[config.mk]
export PLATFORM = sky130hd
export DESIGN_NAME = instruction_fetch_unit
export DESIGN_NICKNAME = d
export VERILOG_FILES = /design/src/rtl/instruction_fetch_unit_pkg.sv /design/src/rtl/instruction_fetch_unit_if_id_reg.sv /design/src/rtl/instruction_fetch_unit.sv
export SDC_FILE = /design/constraint.sdc
export NUM_CORES = 1
export LEC_CHECK = 0
export CAP_MARGIN = 40
export CORE_MARGIN = 10
export CORE_UTILIZATION = 25
export CTS_CLUSTER_DIAMETER = 40
export DETAILED_ROUTE_END_ITERATION = 8
export PLACE_DENSITY = 0.54
export SLEW_MARGIN = 20
export SYNTH_ARGS = -nofsm -noshare
export SYNTH_HDL_FRONTEND = slang
export SYNTH_HIERARCHICAL = 1
export SYNTH_SLANG_ARGS = --single-unit
[constraint.sdc]
create_clock -name CLK -period 4.43 [get_ports CLK]
set_input_delay 1.329 -clock CLK [delete_from_list [all_inputs] [get_ports CLK]]
set_output_delay 1.329 -clock CLK [all_outputs]
set_load 0.03 [all_outputs]
[src/rtl/instruction_fetch_unit_pkg.sv]
// Shared definitions for the instruction fetch unit: datapath width, bubble
// encoding and FSM state encodings.
package instruction_fetch_unit_pkg;

    localparam int XLEN = 32;

    localparam logic [XLEN-1:0] NOP_INSTR   = 32'h0000_0013;
    localparam logic [XLEN-1:0] INSTR_BYTES = 32'd4;

    typedef enum logic [1:0] {
        ST_BOOT = 2'd0,
        ST_RUN  = 2'd1,
        ST_HALT = 2'd2
    } fetch_state_e;

endpackage

[src/rtl/instruction_fetch_unit_if_id_reg.sv]
// IF/ID pipeline register: flush inserts a bubble, load captures a fetched
// instruction, otherwise the slot holds.
module if_id_reg
    import instruction_fetch_unit_pkg::*;
#(
    parameter logic [XLEN-1:0] NOP_INSTR = instruction_fetch_unit_pkg::NOP_INSTR
) (
    input  logic            CLK,
    input  logic            rst,
    input  logic            load,
    input  logic            flush,
    input  logic [XLEN-1:0] instr_d,
    input  logic [XLEN-1:0] pc_d,
    input  logic [XLEN-1:0] pc4_d,
    output logic [XLEN-1:0] instr_q,
    output logic [XLEN-1:0] pc_q,
    output logic [XLEN-1:0] pc4_q,
    output logic            valid_q
);

    // The PC fields of a bubble are left as they were; only valid and the
    // instruction word mark the slot as empty.
    always_ff @(posedge CLK or negedge rst) begin
        if (!rst) begin
            instr_q <= NOP_INSTR;
            pc_q    <= '0;
            pc4_q   <= '0;
            valid_q <= 1'b0;
        end else if (flush) begin
            instr_q <= NOP_INSTR;
            valid_q <= 1'b0;
        end else if (load) begin
            instr_q <= instr_d;
            pc_q    <= pc_d;
            pc4_q   <= pc4_d;
            valid_q <= 1'b1;
        end
    end

endmodule

[src/rtl/instruction_fetch_unit.sv]
// Instruction fetch stage: PC register, BOOT/RUN/HALT control FSM and the
// IF/ID register feeding decode.
module instruction_fetch_unit
    import instruction_fetch_unit_pkg::*;
#(
    parameter logic [XLEN-1:0] RESET_PC   = 32'h0000_0000,
    parameter int              IMEM_WORDS = 1024,
    parameter logic [XLEN-1:0] NOP_INSTR  = instruction_fetch_unit_pkg::NOP_INSTR
) (
    input  logic            CLK,
    input  logic            rst,
    output logic [XLEN-1:0] A,
    input  logic [XLEN-1:0] RD,
    input  logic            stall_i,
    input  logic            redirect_i,
    input  logic [XLEN-1:0] redirect_pc_i,
    input  logic            halt_i,
    output logic [XLEN-1:0] if_id_instr_o,
    output logic [XLEN-1:0] if_id_pc_o,
    output logic [XLEN-1:0] if_id_pc4_o,
    output logic            if_id_valid_o,
    output logic            fault_o,
    output logic [1:0]      state_o
);

    localparam logic [XLEN-1:0] IMEM_LIMIT = XLEN'(IMEM_WORDS);

    fetch_state_e    state_q;
    logic [XLEN-1:0] pc_q;
    logic [XLEN-1:0] pc_plus4;
    logic            pc_oob;
    logic            redirect_misaligned;
    logic            ifid_load;
    logic            ifid_flush;

    assign A        = pc_q;
    assign state_o  = state_q;
    assign pc_plus4 = pc_q + INSTR_BYTES;

    // Word index compared against the memory depth; bits [1:0] are always 0.
    assign pc_oob              = {2'b00, pc_q[XLEN-1:2]} >= IMEM_LIMIT;
    assign redirect_misaligned = redirect_i && (redirect_pc_i[1:0] != 2'b00);

    always_comb begin
        // NOTE: every signal driven here gets a default first, so no path
        // through the case can leave it unassigned and infer a latch.
        ifid_load  = 1'b0;
        ifid_flush = 1'b0;
        case (state_q)
            ST_RUN: begin
                if (pc_oob || redirect_misaligned || halt_i || redirect_i)
                    ifid_flush = 1'b1;
                else if (!stall_i)
                    ifid_load = 1'b1;
            end
            ST_HALT: ifid_flush = 1'b1;
            default: ;
        endcase
    end

    // Priority in RUN: fault, halt, redirect, stall, then sequential fetch.
    always_ff @(posedge CLK or negedge rst) begin
        // NOTE: all state updates use non-blocking assignments so every
        // register samples pre-edge values regardless of statement order.
        if (!rst) begin
            pc_q    <= RESET_PC;
            fault_o <= 1'b0;
            state_q <= ST_BOOT;
        end else begin
            case (state_q)
                ST_BOOT: state_q <= ST_RUN;
                ST_RUN: begin
                    if (pc_oob || redirect_misaligned) begin
                        fault_o <= 1'b1;
                        state_q <= ST_HALT;
                    end else if (halt_i) begin
                        state_q <= ST_HALT;
                    end else if (redirect_i) begin
                        pc_q <= redirect_pc_i;
                    end else if (!stall_i) begin
                        pc_q <= pc_plus4;
                    end
                end
                ST_HALT: ;
                default: state_q <= ST_HALT;
            endcase
        end
    end

    if_id_reg #(
        .NOP_INSTR (NOP_INSTR)
    ) u_if_id_reg (
        .CLK     (CLK),
        .rst     (rst),
        .load    (ifid_load),
        .flush   (ifid_flush),
        .instr_d (RD),
        .pc_d    (pc_q),
        .pc4_d   (pc_plus4),
        .instr_q (if_id_instr_o),
        .pc_q    (if_id_pc_o),
        .pc4_q   (if_id_pc4_o),
        .valid_q (if_id_valid_o)
    );

endmodule

# Word level (Yosys, flattened, before mapping)
# Index checks and enable logic that the tools add are counted.
[word_totals]
input_bits = 69
register_bits = 132
[classes]
bitwise = 4
order_cmp = 1
eq_ne = 4
muxes = 14
n_reduce_logical = 11
addsub = 1
[op_table]
columns = ["operator", "count"]
rows = [
  ["two-way mux 32 bit", 4],
  ["adder 32 x 3 -> 32 bit (second input constant)", 1],
  ["greater-or-equal comparator 30 x 11 -> 1 bit (second input constant)", 1],
  ["two-way mux 1 bit", 6],
  ["one-hot mux 2 bit (3 select lines)", 1],
  ["AND reduction 2 bit", 3],
  ["two-way mux 2 bit", 2],
  ["NOT 1 bit", 4],
  ["AND reduction 4 bit", 1],
  ["nonzero test 2 bit", 2],
  ["logical OR 1 bit", 3],
  ["inequality test 3 bit (second input constant)", 1],
  ["equality test 2 x 1 -> 1 bit (second input constant)", 1],
  ["equality test 2 bit (second input constant)", 1],
  ["logical NOT 2 bit", 1],
  ["inequality test 2 x 1 -> 1 bit (second input constant)", 1],
  ["one-hot mux 1 bit (2 select lines)", 1],
  ["logical AND 1 bit", 1],
]

# Depth between registers and ports, before layout
[depth]
depth_word = 9
depth_mapped = 12

# Cells and area by module
# Netlist, hierarchy kept.
[by_module_without_submodules]
columns = ["mod", "area_per_inst_um2", "instances", "cells_per_inst", "seq_area_each_um2"]
rows = [
  ["if_id_reg", 4020.1, 1, 243, 2431.1],
  ["instruction_fetch_unit", 2306.0, 1, 240, 875.8],
]

# Worst setup path before layout
# No wires, ideal clock.
[synth_path]
kind = "input -> register"
start = "input redirect_i"
end = "register u_if_id_reg.pc4_q[10]"
setup_time_ps = 125
t_required_ps = 4305
setup_slack_ps = 1128
path_buffers = 5
stages = 11
arrival_time_ps = 3177
cell_sequence = "buf_2 o21ai_0 nand4_2 or2_1 buf_6 nor2_1 buf_6 nor2b_4 buf_8 buf_12 mux2_4"
[synth_rtl]
columns = ["item", "line_no", "source"]
rows = [
  ["start, declared", "instruction_fetch_unit.sv:15", "input logic redirect_i,"],
  ["logical AND 1 bit", "instruction_fetch_unit.sv:42", "assign redirect_misaligned = redirect_i && (redirect_pc_i[1:0] != 2'b00);"],
  ["logical OR 1 bit (2 in series)", "instruction_fetch_unit.sv:51", "if (pc_oob || redirect_misaligned || halt_i || redirect_i)"],
  ["logical OR 1 bit (*)", "instruction_fetch_unit.sv:51", ""],
  ["two-way mux 1 bit (*)", "instruction_fetch_unit.sv:51", ""],
  ["two-way mux 1 bit (*)", "instruction_fetch_unit.sv:49", "case (state_q)"],
  ["via ifid_load", "instruction_fetch_unit.sv:33", "logic ifid_load;"],
  ["AND reduction 2 bit (no source line) (*)", "-", ""],
  ["end signal, assigned", "instruction_fetch_unit_if_id_reg.sv:35", "pc4_q <= pc4_d;"],
  ["end, declared", "instruction_fetch_unit_if_id_reg.sv:17", "output logic [XLEN-1:0] pc4_q,"],
]
# Mark *: on every way through the listed nets, which the timed path passes. The rest lies on a longest branch.
# A chain may end at the register's enable or synchronous reset.

# Worst setup path in the final report
[layout_path]
start = "input redirect_pc_i[0]"
end = "register u_if_id_reg.pc4_q[31]"
[layout_via]
elab_chain_len = 9
[layout_lines]
columns = ["item", "line_no", "source"]
rows = [
  ["start, declared", "instruction_fetch_unit.sv:16", "input logic [XLEN-1:0] redirect_pc_i,"],
  ["nonzero test 2 bit", "instruction_fetch_unit.sv:42", ""],
  ["logical AND 1 bit", "instruction_fetch_unit.sv:42", ""],
  ["logical OR 1 bit (3 in series)", "instruction_fetch_unit.sv:51", ""],
  ["two-way mux 1 bit", "instruction_fetch_unit.sv:51", ""],
  ["one-hot mux 1 bit (2 select lines)", "instruction_fetch_unit.sv:49", ""],
  ["via ifid_flush", "instruction_fetch_unit.sv:34", "logic ifid_flush;"],
  ["NOT 1 bit (no source line)", "-", ""],
  ["AND reduction 2 bit (no source line)", "-", ""],
]
# The timed path passes the listed nets, and every way through them passes these cells.

==> flow_metrics.env <==
export IMPL_status="finished, final reports clean"
export IMPL_worstMarginPinSlew_ns=0.600
export IMPL_critPathRequiredTime_ns=4.73
export IMPL_drt_first_pass_iters=4
export IMPL_fmax_ghz=0.297
export IMPL_grt_use_total_pct=12.2
export IMPL_yosys_warnings=6
export IMPL_min_period_ns=3.36
export IMPL_ant_nets=0
export IMPL_nets=754
export IMPL_synthesis_area_sq_mm=0.00633
export IMPL_clk_pin_slew_ns=0.06
export IMPL_portBuffers=200
export IMPL_antenna_cells=0
export IMPL_start_util_pct=25.3
export IMPL_drt_wl_total_microns=19700
export IMPL_irDropWorstVdd_mv=0.195
export IMPL_worstSetupEndpointType="register"
export IMPL_worst_clock_skew_ns=0.00870
export IMPL_drv_slew=0
export IMPL_htreeDepth=4
export IMPL_synth_fp_nets=557
export IMPL_synth_area_leaders="dfrtp_1 (51%), mux2_4 (14%), mux2i_1 (5.4%)"
export IMPL_p_leak_nw=3.90
export IMPL_io_pins=201
export IMPL_synth_common_cells="dfrtp_1 (129), mux2_4 (60), nor2_1 (39)"
export IMPL_setup_tns_final_ns=0
export IMPL_yosys_most_used_dff="dfrtp_1"
export IMPL_synth_seq_cells=132
export IMPL_synth_distinct_cells=52
export IMPL_synth_edf_count=0
export IMPL_synth_area_leader_cell="dfrtp_1"
export IMPL_finalSetupViolCount=0
export IMPL_synth_compound_area_share_pct=6.80
export IMPL_synthXorXnorAreaFrac_pct=3.88
export IMPL_insertion_delay_ns=0.41
export IMPL_path_class="in -> reg"
export IMPL_path_max_fanout=44
export IMPL_core_rowCount=58
export IMPL_r2r_cells=7
export IMPL_post_drt_via_cell_ratio=4.43
export IMPL_avgSynthCellArea_sq_um=13.1
export IMPL_worstPathArrival_ns=3.67
export IMPL_cts_repair_resized=0
export IMPL_synth_mux_area_share_pct=20.5
export IMPL_synth_top_area_share_pct=51.0
export IMPL_clock_root_buffer="clkbuf_16"
export IMPL_slew_headroom_pct=60.0
export IMPL_cp_start_kind="input pin"
export IMPL_combPwrFrac_pct=3.8
export IMPL_routabilityCongestion=0.756
export IMPL_cts_tree="yes"
export IMPL_via_count=4537
export IMPL_rr_endpoint="u_if_id_reg/pc4_q[31]$_DFFE_PN0P_"
export IMPL_antenna_found_initial=2
export IMPL_dp_hpwl_microns=14200
export IMPL_min_path_cells=1
export IMPL_yosysSeqAreaShare_pct=52.3
export IMPL_syn2layout_area_growth_pct=45.8
export IMPL_wl_per_cell_microns=19.2
export IMPL_hold_violations=0
export IMPL_netlist_instances=483
export IMPL_p_seq_share_pct=42.7
export IMPL_synth_fa_ha_area_share_pct=0.989
export IMPL_dieWidth_microns=179
export IMPL_synthSimpleGateAreaFrac_pct=10.6
export IMPL_grt_max_degree=53
export IMPL_hold_path_class="reg -> reg"
export IMPL_power_frac_clock_pct=53.5
export IMPL_p_int_w=0.00223
export IMPL_synth_most_common_cell="dfrtp_1"
export IMPL_grt_pass1_wl_microns=29900
export IMPL_die_area_sq_mm=0.0321
export IMPL_cts_setup_buffers=0
export IMPL_hold_path_endpoint="fault_o$_DFFE_PN0P_"
export IMPL_die_y_microns=179
export IMPL_async_flop_share_pct=100
export IMPL_cts_path_max_buffers=2
export IMPL_cts_hold_buffers=0
export IMPL_clock_sinks=132
export IMPL_regToRegSetupSlack_ns=1.66
export IMPL_rsz0062_at_grt="no"
export IMPL_post_route_drc_count=0
export IMPL_drv_cap=0
export IMPL_swShare_pct=21.2
export IMPL_hold_start="fault_o$_DFFE_PN0P_"
export IMPL_coreArea_sq_mm=0.0250
export IMPL_holdWs_ns=0.464
export IMPL_cts_inserted_buffers=17
export IMPL_power_density_mw_per_mm2=306
export IMPL_layout_drive_gt1_share_pct=20.1
export IMPL_r2r_start="A[23]$_DFFE_PN0P_"
export IMPL_grt_overflow=0
export IMPL_synth_top_family_by_area="multiplexers"
export IMPL_p_sw_w=0.000600
export IMPL_drt_initial_drc_count=308
export IMPL_first_global_vias=4784
export IMPL_fin_crit_sh_pct=75.9
power by group through the flow:
stage	Sequential [W]	Combinational [W]	Clock (W)
final	0.00121	0.000108	0.00151
after CTS	0.00121	0.000111	0.00156
after floorplan	0.00123	0.0000137	0
after detailed placement	0.00123	0.000111	0
after global placement	0.00123	0.000107	0
after global routing	0.00120	0.000119	0.00161
logic make-up after synthesis:
logic type | after synthesis
AO/OA/AOI/OAI | 58
adder cells (fa/ha/maj) | 5
XOR/XNOR | 28
multiplexers | 99
AND/OR/NAND/NOR | 119
buffers and inverters | 42
flip-flops | 132
routing by layer:
metal  vias up  wire (microns)  track usage (%)  part of all wire, %
met5         -              18                0                0.092
met4         2             254             3.48                  1.3
met3        20            1770             4.82                  9.0
met2       149            8860             18.7                   45
met1      2253            8750             15.6                   45
li1       2113               -                -                    -
worst max-delay path by stage:
| stage | from | slack, ns | end |
|---|---|---|---|
| final | redirect_pc_i[0] | 1.07 | u_if_id_reg/pc4_q[31]$_DFFE_PN0P_ |
| after global routing | redirect_pc_i[1] | 0.97 | u_if_id_reg/pc4_q[7]$_DFFE_PN0P_ |
| after CTS | redirect_pc_i[0] | 1.09 | u_if_id_reg/pc4_q[7]$_DFFE_PN0P_ |
| after detailed placement | redirect_pc_i[0] | 0.63 | u_if_id_reg/pc_q[9]$_DFFE_PN0P_ |
| after global placement | redirect_pc_i[1] | 0.64 | u_if_id_reg/pc_q[4]$_DFFE_PN0P_ |
| after floorplan | redirect_i | 1.13 | u_if_id_reg/pc4_q[10]$_DFFE_PN0P_ |
final cells by class:
class	instances	area, sq um
multi-input cells	309	2720
clock inverters	12	179
well taps	330	413
repair buffers	211	2130
inverters	9	33.8
clock buffers	20	447
fillers	2480	15800
flip-flops and latches	132	3310
placed cells by master, fill, tap and decap left out, types with 11 or more instances in the layout:
cell type	count
mux2i_1	34
clkbuf_16	17
a31o_2	14
clkdlybuf4s50_1	198
nor4_1	11
nand2_1	19
nand3_1	11
nor2_1	37
xor2_1	18
mux2_4	60
dfrtp_1	129
flip-flops by register name, indices dropped and copies added (netlist names):
register             cells
A                       32
u_if_id_reg/instr_q     32
u_if_id_reg/pc4_q       32
u_if_id_reg/pc_q        32
state_o                  2
fault_o                  1
u_if_id_reg/valid_q      1
through the flow:
stage | setup WS [ns] | cells | utilization, % | cell area (sq um) | power, W
CTS | 1.09 | 1023 | 36.9 | 9230 | 0.00288
global route | 0.975 | 1023 | 36.9 | 9230 | 0.00294
global placement | 0.643 | 990 | 34.2 | 8570 | 0.00133
detailed placement | 0.630 | 991 | 34.4 | 8600 | 0.00134
finish | 1.07 | 1023 | 36.9 | 9230 | 0.00283
floorplan | 1.13 | 483 | - | 6330 | 0.00124
worst max-delay path: stages:
cell and delay [ns]:
clkdlybuf4s50_1 0.40, o21ai_0 0.32, nand4_2 0.18, o41ai_1 0.40, a21boi_2 0.14, nor2b_4 0.16
buf_12 0.32, mux2_2 0.37
Note: power is estimated with default switching activity, not from simulation.
